[src/rtl/sdram_port_arbiter.sv]
// Serialises NUM_PORTS toggle-handshake clients onto one SDRAM controller read/write port.
// Define SDRAM_ARB_ROUND_ROBIN_EN for round-robin arbitration; default is fixed priority (port 0 highest).
module sdram_port_arbiter #(
  parameter int NUM_PORTS = 3,
  parameter int ADDR_W    = 25
) (
  input  logic                        clk,
  input  logic                        reset_n,
  input  logic [NUM_PORTS-1:0]        c_req,
  output logic [NUM_PORTS-1:0]        c_ack,
  input  logic [NUM_PORTS-1:0]        c_we,
  input  logic [NUM_PORTS*ADDR_W-1:0] c_addr,
  input  logic [NUM_PORTS*16-1:0]     c_din,
  output logic [NUM_PORTS*8-1:0]      c_dout,
  output logic [ADDR_W-1:0]           mem_raddr,
  output logic                        mem_rd,
  input  logic                        mem_rd_rdy,
  input  logic [7:0]                  mem_dout,
  output logic [ADDR_W-1:0]           mem_waddr,
  output logic [15:0]                 mem_din,
  output logic                        mem_we,
  input  logic                        mem_we_ack,
  output logic                        busy,
  output logic [1:0]                  grant_id
);

  typedef enum logic [1:0] {IDLE, RD_ACC, RD_DATA, WR_WAIT} state_t;

  state_t               state;
  logic [NUM_PORTS-1:0] pending;
  logic [1:0]           win;
  logic                 win_valid;
  logic                 can_grant;

  assign pending   = c_req ^ c_ack;
  assign can_grant = win_valid && mem_rd_rdy && (mem_we == mem_we_ack);

`ifdef SDRAM_ARB_ROUND_ROBIN_EN
  logic [1:0] rr_ptr;
  logic [1:0] hi_win, lo_win;
  logic       hi_valid;

  // Two-pass search: first pending port at or above rr_ptr, else lowest pending port.
  always_comb begin
    hi_win    = '0;
    lo_win    = '0;
    hi_valid  = 1'b0;
    win_valid = 1'b0;
    for (int unsigned i = 0; i < NUM_PORTS; i++) begin
      if (pending[i]) begin
        if (!win_valid) begin
          win_valid = 1'b1;
          lo_win    = 2'(i);
        end
        if (!hi_valid && i >= 32'(rr_ptr)) begin
          hi_valid = 1'b1;
          hi_win   = 2'(i);
        end
      end
    end
    win = hi_valid ? hi_win : lo_win;
  end
`else
  always_comb begin
    win       = '0;
    win_valid = 1'b0;
    for (int unsigned i = 0; i < NUM_PORTS; i++) begin
      if (pending[i] && !win_valid) begin
        win_valid = 1'b1;
        win       = 2'(i);
      end
    end
  end
`endif

  always_ff @(posedge clk or negedge reset_n) begin
    if (!reset_n) begin
      state     <= IDLE;
      c_ack     <= '0;
      c_dout    <= '0;
      mem_raddr <= '0;
      mem_rd    <= 1'b0;
      mem_waddr <= '0;
      mem_din   <= '0;
      mem_we    <= 1'b0;
      busy      <= 1'b0;
      grant_id  <= '0;
`ifdef SDRAM_ARB_ROUND_ROBIN_EN
      rr_ptr    <= '0;
`endif
    end else begin
      case (state)
        IDLE: begin
          if (can_grant) begin
            grant_id <= win;
            busy     <= 1'b1;
`ifdef SDRAM_ARB_ROUND_ROBIN_EN
            rr_ptr   <= (win == 2'(NUM_PORTS - 1)) ? '0 : win + 2'd1;
`endif
            if (c_we[win]) begin
              mem_waddr <= c_addr[win*ADDR_W +: ADDR_W];
              mem_din   <= c_din[win*16 +: 16];
              mem_we    <= ~mem_we;
              state     <= WR_WAIT;
            end else begin
              mem_raddr <= c_addr[win*ADDR_W +: ADDR_W];
              mem_rd    <= 1'b1;
              state     <= RD_ACC;
            end
          end
        end
        RD_ACC: begin
          // Drop rd once accepted so the controller does not re-issue at its next idle slot.
          if (!mem_rd_rdy) begin
            mem_rd <= 1'b0;
            state  <= RD_DATA;
          end
        end
        RD_DATA: begin
          if (mem_rd_rdy) begin
            c_dout[grant_id*8 +: 8] <= mem_dout;
            c_ack[grant_id]         <= ~c_ack[grant_id];
            busy                    <= 1'b0;
            state                   <= IDLE;
          end
        end
        WR_WAIT: begin
          if (mem_we_ack == mem_we) begin
            c_ack[grant_id] <= ~c_ack[grant_id];
            busy            <= 1'b0;
            state           <= IDLE;
          end
        end
        default: state <= IDLE;
      endcase
    end
  end

endmodule

[config.mk]
export PLATFORM = sky130hd
export DESIGN_NAME = sdram_port_arbiter
export DESIGN_NICKNAME = d
export VERILOG_FILES = /design/src/rtl/sdram_port_arbiter.sv
export SDC_FILE = /design/constraint.sdc
export NUM_CORES = 1
export LEC_CHECK = 0
export CAP_MARGIN = 0
export CORE_MARGIN = 2
export CORE_UTILIZATION = 41
export DETAILED_ROUTE_END_ITERATION = 10
export PLACE_DENSITY_LB_ADDON = 0.25
export SLEW_MARGIN = 10
export SYNTH_ARGS = -nofsm -noshare
export SYNTH_HDL_FRONTEND = slang
export SYNTH_SLANG_ARGS = --single-unit
[constraint.sdc]
create_clock -name clk -period 2.38 [get_ports clk]
set_input_delay 0.476 -clock clk [delete_from_list [all_inputs] [get_ports clk]]
set_output_delay 0.476 -clock clk [all_outputs]
set_load 0.03 [all_outputs]
* Word-level counts from Yosys, hierarchy flattened
Cells that the tools add are included.
Word-level totals: logic and storage cells 82, output and inout port bits 98, memory bits (read-only) 0, memories kept 0, RAM bits 0, register bits 100, latch bits 0, bits of input ports 141
Cells by class: add/sub/neg operators 1, bitwise gates (word level) 4, eq/ne operators 10, mux-type cells 30, shift operators 4, magnitude comparators 3, multipliers 1, reduce and logical (&&, ||, !) cells 19, div/mod/pow operators 0
Operator list (count):
- $shiftx 75x8->25 | 1
- $shiftx 48x7->16 | 1
- $neg 5->34 | 1
- $shift 8x34->24 const A | 1
- $shiftx 8x34->24 | 1
- $bwmux 24 | 1
- $mux 1 | 13
- $mux 2 | 6
- $reduce_and 4->1 | 3
- $ne 2x2->1 const B | 5
- $reduce_and 3->1 | 3
- $pmux 2 s4 | 1
- $mul 2x5->7 const B | 1
- $lt 2x3->1 const B | 2
- $mux 3 | 2
- $pmux 3 s2 | 1
- $logic_and 1x1->1 | 5
- $bmux 1 s2 | 2
- $eq 2x2->1 const B | 2
- $reduce_and 2->1 | 2
- $reduce_bool 2->1 | 2
- $bwmux 3 | 1
- $not 1->1 | 3
- $pmux 1 s3 | 1
- 9 further kinds | 11

* Longest topological paths before layout
Gate-level depths: netlist of the first run.
depth after elaboration 13, gate-level depth with buffers 7, depth with buffers taken out 5

* Worst setup path before layout of the first run
No wires, ideal clock.
path type flip-flop to flip-flop, from reg c_ack[0], to reg mem_raddr[10], required time 2.255 ns, path buffers 2, library setup time 0.125 ns, clock period less this slack 2.117 ns, slack 0.263 ns, arrival time 1.992 ns, cell stages (with the launch flop) 8, cell sequence dfrtp_1 > xor2_1 > or3_4 > a31oi_2 > nand2b_1 > buf_6 > buf_6 > mux2_2
On the way: longest elaborated chain between the ends 12, elaborated cells between the ends (all ways) 18, classes of those cells mul: 1; shift: 1; mux: 7; bitwise: 2; reduce/logical: 7
Ends and longest elaborated chain:
- from (decl) | RTL line 10 | output logic [NUM_PORTS-1:0] c_ack,
- from (signal, indexed assignment) | RTL line 122 | c_ack[grant_id] <= ~c_ack[grant_id];
- from (signal, indexed assignment) | RTL line 129 | c_ack[grant_id] <= ~c_ack[grant_id];
- $xor 3x3->3 (*) | RTL line 35 | assign pending = c_req ^ c_ack;
- $mux 1 (*) | RTL line 68 | if (pending[i] && !win_valid) begin
- branches (longest 10 deep; another with $mul 2x5->7)
- to (signal assigned) | RTL line 106 | mem_raddr <= c_addr[win*ADDR_W +: ADDR_W];
- to (decl) | RTL line 15 | output logic [ADDR_W-1:0] mem_raddr,
Every way passes the cells marked *. The select of a mux whose other input is x is not followed. A chain may end at the register's enable or synchronous reset.

* Final worst setup path of the first run
from in c_req[0], to reg mem_raddr[24]
On the way: longest elaborated chain between the ends 12, elaborated cells between the ends (all ways) 18, classes of those cells mul: 1; shift: 1; mux: 7; bitwise: 2; reduce/logical: 7
Ends and longest elaborated chain:
- from (decl) | RTL line 9 | input logic [NUM_PORTS-1:0] c_req,
- $xor 3x3->3 (*) | RTL line 35
- $mux 1 (*) | RTL line 68
- branches (longest 10 deep; another with $mul 2x5->7)
Marked as above.

==> summary.md, run 1 <==
| Metric | Value |
|---|---|
| FF-to-FF path depth | `6` |
| Synth top area cells | `dfrtp_1, mux2_2, mux2i_1, nand2_1, a21oi_1` |
| Hold Fails Final Rpt | `0` |
| Root Buffer | `clkbuf_16` |
| CP Launch Type | `input pin` |
| Reg2Reg Setup Slack | `290 ps` |
| Die width | `113.3 um` |
| Worst Tran Pin Value | `454.9 ps` |
| Setup TNS | `0 ps` |
| Post-DP HPWL | `10.40 mm` |
| Maximum clock path buffer count | `2` |
| Diodes inserted | `0` |
| Slowest stage delay, CP | `440 ps` |
| Area leader, netlist | `dfrtp_1` |
| Worst min-delay path category | `in -> async` |
| Outcome | `finished clean` |
| Seq/Total Area, Yosys | `51.10%` |
| Std cell rows | `39` |
| GRT Residual Overflow | `0` |
| Period utilization | `93.35%` |
| CP arrival | `2450 ps` |
| Antenna violations before repair | `0` |
| YS warnings | `0` |
| Commonest non-fill, non-tap cell in the layout | `clkdlybuf4s50_1` |
| Clk Latency, worst-skew pair | `340 ps` |
| CP Capture Type | `flop` |
| Max VDD drop | `0.7522 mV` |
| Clock sink total | `100` |
| R2R Path End | `mem_raddr[24]` |
| Vias in the first global route | `4356` |
| Req. time, crit path | `2600 ps` |
| Largest net degree at the start of global routing | `84` |
| Drt first-iter violations | `228` |
| Final #Nets | `834` |
| Synth Area per Inst | `11.08 sq um` |
| Initial Util | `42.52%` |
| CP max FO | `26` |
| Rel. slew slack | `69.60%` |
| Final Slew Violations | `0` |
| CTS tree | `built` |
| CTS HTree Levels | `3` |
| Slowest cell on crit path | `clkdlybuf4s50_1` |
| Avg WL per Cell | `16.34 um` |
| Reg2reg start | `c_ack[0]` |
| Post-Layout Inst Area | `0.007868 sq mm` |
| First-pass GRT wire length | `21.76 mm` |
| RSZ-0062 raised after global routing | `false` |
| Setup bufs post-CTS | `0` |
| Antenna Violating Nets Remaining | `0` |
| Clk slew on worst S/H paths | `70 ps` |
| Setup-failing EPs final | `0` |
| Fin crit period | `2222 ps` |
| Mapped Cells | `442` |
| All-layer global routing usage | `21.41%` |
| Pre-antenna DRT Iters | `4` |
| Number of max-cap violations | `0` |
| Final-layout fill cell count | `906` |
| Cts hold-fix bufs | `0` |
| # port buffers | `238` |
| Final Skew | `6.990 ps` |
| Die ar. | `0.01283 sq mm` |
| Maximum clock rate | `450.1 MHz` |
| Most frequent cells in the layout | `clkdlybuf4s50_1, dfrtp_1, mux2_2` |
| DR vias | `4194` |
| DRC | `0` |
| Leak | `0.003452 uW` |
| Aggregate routed wire length | `13.65 mm` |
| Post-CTS sizing | `0` |
| Synth-to-layout area growth | `60.65%` |
| PwrDens | `1362 mW/mm^2` |
| Synth Cell Area | `0.004897 sq mm` |
| Via-to-Cell Ratio | `5.023` |
| Seq cells post-synth | `100` |
| Post-synth cell types | `30` |
| Share of the synthesized area in the top cell type | `51.10%` |
| Num CTS Buffers | `9` |
| Placed cell area | `0.007527 sq mm` |
| # IOs | `239` |
| Final GP Congestion | `0.8488` |
| Core footprint | `0.01152 sq mm` |
| Syn Nets | `589` |
| Die height | `113.3 um` |
| Crit Path Category | `in -> reg` |
| Ratio of cells with drive above 1 in the final layout | `16.04%` |
| Cells along the critical path | `clkdlybuf4s50_1, xor2_1, or3_4, a31oi_2, nand2b_1, buf_12, mux2_2` |
logic make-up (layout without fill, tap and decap cells):
| family | after synthesis | in the layout | synth area share, % |
|---|---|---|---|
| AO/OA/AOI/OAI | 73 | 73 | 7.997 |
| XOR/XNOR | 7 | 7 | 1.405 |
| adder cells (fa/ha/maj) | 6 | 6 | 1.533 |
| buffers and inverters | 26 | 276 | 3.270 |
| flip-flops | 100 | 100 | 51.10 |
| multiplexers | 114 | 114 | 25.14 |
| AND/OR/NAND/NOR | 116 | 116 | 9.556 |
metal layers:
| layer | wire [um] | vias up | share of wire, % | global-route usage [%] |
|---|---|---|---|---|
| li1 | - | 2020 | - | - |
| met1 | 5293 | 2010 | 39 | 24.22 |
| met2 | 7127 | 144 | 52 | 38.72 |
| met3 | 940 | 20 | 6.9 | 5.624 |
| met4 | 283 | 0 | 2.1 | 7.967 |
| met5 | 0 | - | 0 | 0 |
state kept, by name, indices dropped and copies added, names as in the netlist:
register,count
c_dout,24
c_ack,3
mem_we,1
mem_din,16
mem_raddr,25
mem_rd,1
grant_id,2
mem_waddr,25
state,2
busy,1
per-stage QoR:
stage	hold WS, ps	std cells	setup WS, ps	util [%]	power, uW
6_report	77.23	835	158.3	68.32	10720
5_1_grt	110.4	835	67.40	68.32	11310
4_1_cts	94.96	835	138.5	68.25	10800
3_5_place_dp	459.8	819	-214.2	65.36	9136
3_3_place_gp	453.7	819	-162.5	65.36	8957
2_1_floorplan	180.4	442	263.0	-	6574
worst max-delay path by stage:
stage / from / endpoint / slack, ps / depth (start not counted)
2_1_floorplan: c_ack[0] / mem_raddr[10] / 260 / 7
3_3_place_gp: c_req[1] / mem_raddr[4] / -160 / 7
5_1_grt: c_req[0] / mem_raddr[2] / 70 / 8
6_report: c_req[0] / mem_raddr[24] / 160 / 7
3_5_place_dp: c_req[2] / mem_din[0] / -210 / 8
4_1_cts: c_req[2] / mem_din[0] / 140 / 8
synthesized netlist by cell type (all sizes together):
cell and n:
a21oi 41, nand3 1, nor2 49, buf 15, o21ai 26, a31oi 2
xor2 3, nand2 59, o311ai 2, or3 1, dfrtp 100, mux2i 45
xnor2 4, nor4 1, nand2b 1, nor3b 3, ha 6, inv 3
nor2b 1, clkbuf 8, mux2 69, a21bo 2
final cells by class:
type                            instances  area (sq um)  area share (%)
Multi-Input combinational cell        316          2245           28.53
Tap cell                              143         178.9           2.274
Sequential cell                       100          2502           31.81
Clock buffer                           10         239.0           3.038
Timing Repair Buffer                  257          2597           33.02
Inverter                                3         11.26          0.1431
Clock inverter                          6         93.84           1.193
critical path, delay by kind of cell:
kind	cells	cell delay, ps
muxes	1	360
AOI/OAI and AO/OA	1	170
and+or+nand+nor	2	590
xor gates and xnor gates	1	190
buffers and inverters	2	640
where the power goes:
| part | switching, uW | internal (uW) |
|---|---|---|
| sequential | 463 | 2470 |
| clock | 658 | 960 |
| combinational | 3330 | 2830 |
| total | 4450 | 6260 |
Note: power is estimated with default switching activity, not from simulation.
==> run 2, diff against run 1 <==
- ABC_CLOCK_PERIOD_IN_PS: unset -> 2380
- CORE_MARGIN: 2 -> 5
- PLACE_DENSITY_LB_ADDON: 0.25 -> 0.12
==> summary.md, run 2 (same netlist as run 1, synthesis figures left out) <==
| Metric | Value |
|---|---|
| M1 GR Usage | `21.66% (was 24.22%)` |
| Post-DP HPWL | `10.93 mm (was 10.40 mm)` |
| Crit Path Category | `in -> reg (unchanged)` |
| DRC | `0 (unchanged)` |
| Outcome | `finished clean (unchanged)` |
| Req. time, crit path | `2600 ps (about the same)` |
| Post-CTS sizing | `0 (unchanged)` |
| Top delay family on crit path | `buffers and inverters (unchanged)` |
| Final #Nets | `840 (was 834)` |
| Clock sink total | `100 (unchanged)` |
| Maximum clock rate | `445.3 MHz (was 450.1 MHz)` |
| Drt first-iter violations | `235 (was 228)` |
| Slowest cell on crit path | `clkdlybuf4s50_1 (unchanged)` |
| CP arrival | `2460 ps (was 2450 ps)` |
| # port buffers | `238 (unchanged)` |
| Die height | `119.3 um (was 113.3 um)` |
| Final-layout fill cell count | `942 (was 906)` |
| CTS HTree Levels | `3 (unchanged)` |
| Num CTS Buffers | `9 (unchanged)` |
| Final GP Congestion | `0.8529 (was 0.8488)` |
| Leak | `0.003479 uW (was 0.003452 uW)` |
| Std cell rows | `40 (was 39)` |
| Most frequent cells in the layout | `clkdlybuf4s50_1, dfrtp_1, mux2_2 (unchanged)` |
| Core footprint | `0.01186 sq mm (was 0.01152 sq mm)` |
| Worst Tran Pin Value | `704.1 ps (was 454.9 ps)` |
| Cts hold-fix bufs | `0 (unchanged)` |
| Clk Latency, worst-skew pair | `330 ps (was 340 ps)` |
| All-layer global routing usage | `19.29% (was 21.41%)` |
| Post-layout util | `66.72% (was 68.32%)` |
| Synth-to-layout area growth | `61.60% (was 60.65%)` |
| Internal | `6276 uW (was 6265 uW)` |
| Diodes inserted | `0 (unchanged)` |
| Rel. slew slack | `53.06% (was 69.60%)` |
| Final Slew Violations | `0 (unchanged)` |
| Maximum clock path buffer count | `2 (unchanged)` |
| Placed cell area | `0.007602 sq mm (was 0.007527 sq mm)` |
| GRT Residual Overflow | `0 (unchanged)` |
| P_sw | `4394 uW (was 4453 uW)` |
| Via-to-Cell Ratio | `4.950 (was 5.023)` |
| PwrDens | `1348 mW/mm^2 (was 1362 mW/mm^2)` |
| Aggregate routed wire length | `13.83 mm (was 13.65 mm)` |
| Fin crit period | `2246 ps (was 2222 ps)` |
| Setup-failing EPs final | `0 (unchanged)` |
| Largest net degree at the start of global routing | `55 (was 84)` |
| Comb power frac | `58.6% (was 57.5%)` |
| CP Launch Type | `input pin (unchanged)` |
| Max VDD drop | `0.6834 mV (was 0.7522 mV)` |
| Area of the multi-input gates | `0.002237 sq mm (was 0.002245 sq mm)` |
| Die width | `119.3 um (was 113.3 um)` |
| Reg area | `0.002502 sq mm (unchanged)` |
| Final Skew | `7.048 ps (was 6.990 ps)` |
| Hold Fails Final Rpt | `0 (unchanged)` |
| Reg2Reg Setup Slack | `310 ps (was 290 ps)` |
| Sw Share | `41.18% (was 41.54%)` |
| CP bufs+invs | `2 (unchanged)` |
| GRT met3 Usage | `6.173% (was 5.624%)` |
| CP max FO | `22 (was 26)` |
| Grt peak-use layer | `met2 (unchanged)` |
| Initial Util | `41.29% (was 42.52%)` |
| CP Capture Type | `flop (unchanged)` |
| Antenna Violating Nets Remaining | `0 (unchanged)` |
| Vias in the first global route | `4544 (was 4356)` |
| Setup TNS | `0 ps (unchanged)` |
| Cells along the critical path | `clkdlybuf4s50_1, xor2_1, or3_4, a31oi_2, nand2b_1, buf_12, mux2_2 (unchanged)` |
| Slowest stage delay, CP | `450 ps (was 440 ps)` |
| First-pass GRT wire length | `22.25 mm (was 21.76 mm)` |
| Top flop regs | `mem_raddr x25, mem_waddr x25, c_dout x24 (unchanged)` |
| Avg WL per Cell | `16.36 um (was 16.34 um)` |
| Number of max-cap violations | `0 (unchanged)` |
| Clock power share | `14.1% (was 15.1%)` |
| # IOs | `239 (unchanged)` |
| Commonest non-fill, non-tap cell in the layout | `clkdlybuf4s50_1 (unchanged)` |
| Die ar. | `0.01423 sq mm (was 0.01283 sq mm)` |
| CTS tree | `built (unchanged)` |
| GR Util met2 | `34.12% (was 38.72%)` |
| DR vias | `4183 (was 4194)` |
| Period utilization | `94.37% (was 93.35%)` |
| Reg power frac | `27.3% (was 27.4%)` |
| RSZ-0062 raised after global routing | `false (unchanged)` |
| Post-Layout Inst Area | `0.007914 sq mm (was 0.007868 sq mm)` |
| Setup bufs post-CTS | `0 (unchanged)` |
| Antenna violations before repair | `0 (unchanged)` |
| Ratio of cells with drive above 1 in the final layout | `16.62% (was 16.04%)` |
| Clk slew on worst S/H paths | `70 ps (about the same)` |
| Worst min-delay path category | `in -> async (unchanged)` |
| Root Buffer | `clkbuf_16 (unchanged)` |
| Pre-antenna DRT Iters | `4 (unchanged)` |
-- run 2: changes by cell type in the layout (fill, tap and decap cells not counted), sizes merged --
| cell | change |
|---|---|
| buf | +6 |
| bufinv | -1 |
| clkbuf | +1 |
| clkinvlp | +1 |
| inv | -1 |
-- run 2: final timing paths --
| path | endpoint | cells after the start | startpoint |
|---|---|---|---|
| max reg2reg | mem_raddr[0] | 6 | c_ack[0] |
| min in group clk | c_dout[5] | 2 | c_dout[5] |
| max | mem_raddr[0] | 7 | c_req[0] |
| max in group asynchronous | mem_waddr[13] | 2 | reset_n |
| min reg2reg | c_dout[5] | 2 | c_dout[5] |
| min | c_dout[14] | 1 | reset_n |
-- run 2: layout make-up --
type                       instances  share of cell area, %
sequential                       100                  31.62
timing repair buffer             263                  33.71
multi-input combinational        316                  28.27
inverter                           3                 0.1423
clock buffer                      11                  3.194
tap                              147                  2.324
clock inverter                     5                 0.7431
-- run 2: power by group through the flow --
stage / logic (uW) / clock network [uW] / registers (uW)
finish: 6260 / 1500 / 2910
global placement: 6220 / 0 / 2920
detailed placement: 6330 / 0 / 2950
CTS: 6350 / 1530 / 2920
global route: 6670 / 1600 / 3030
floorplan: 2170 / 0 / 4400
-- run 2: worst reg2reg max path: stages (launching register included) --
cell and delay (ps):
dfrtp_1 440, xor2_1 190, or3_4 400, a31oi_2 160
nand2b_1 210, buf_12 200, mux2_2 350
-- run 2: per-stage QoR --
step	power, uW	hold slack [ps]	std cells	setup WS [ps]
floorplan	6574	180.4	442	263.0
global placement	9136	462.0	829	-204.0
detailed placement	9277	470.8	829	-225.5
CTS	10810	207.5	845	124.1
global route	11300	241.0	845	51.20
finish	10670	186.5	845	134.1
-- run 2: layer usage --
layer	vias to the layer above	wire, um
met5	-	0
met4	0	368
met3	25	1121
met2	155	7033
met1	1973	5301
li1	2030	-
==> run 3, diff against run 2 <==
- SKIP_LAST_GASP: unset -> 1
==> results of run 3 <==
The final DEF is identical to that of run 2; final timing and power are the same.
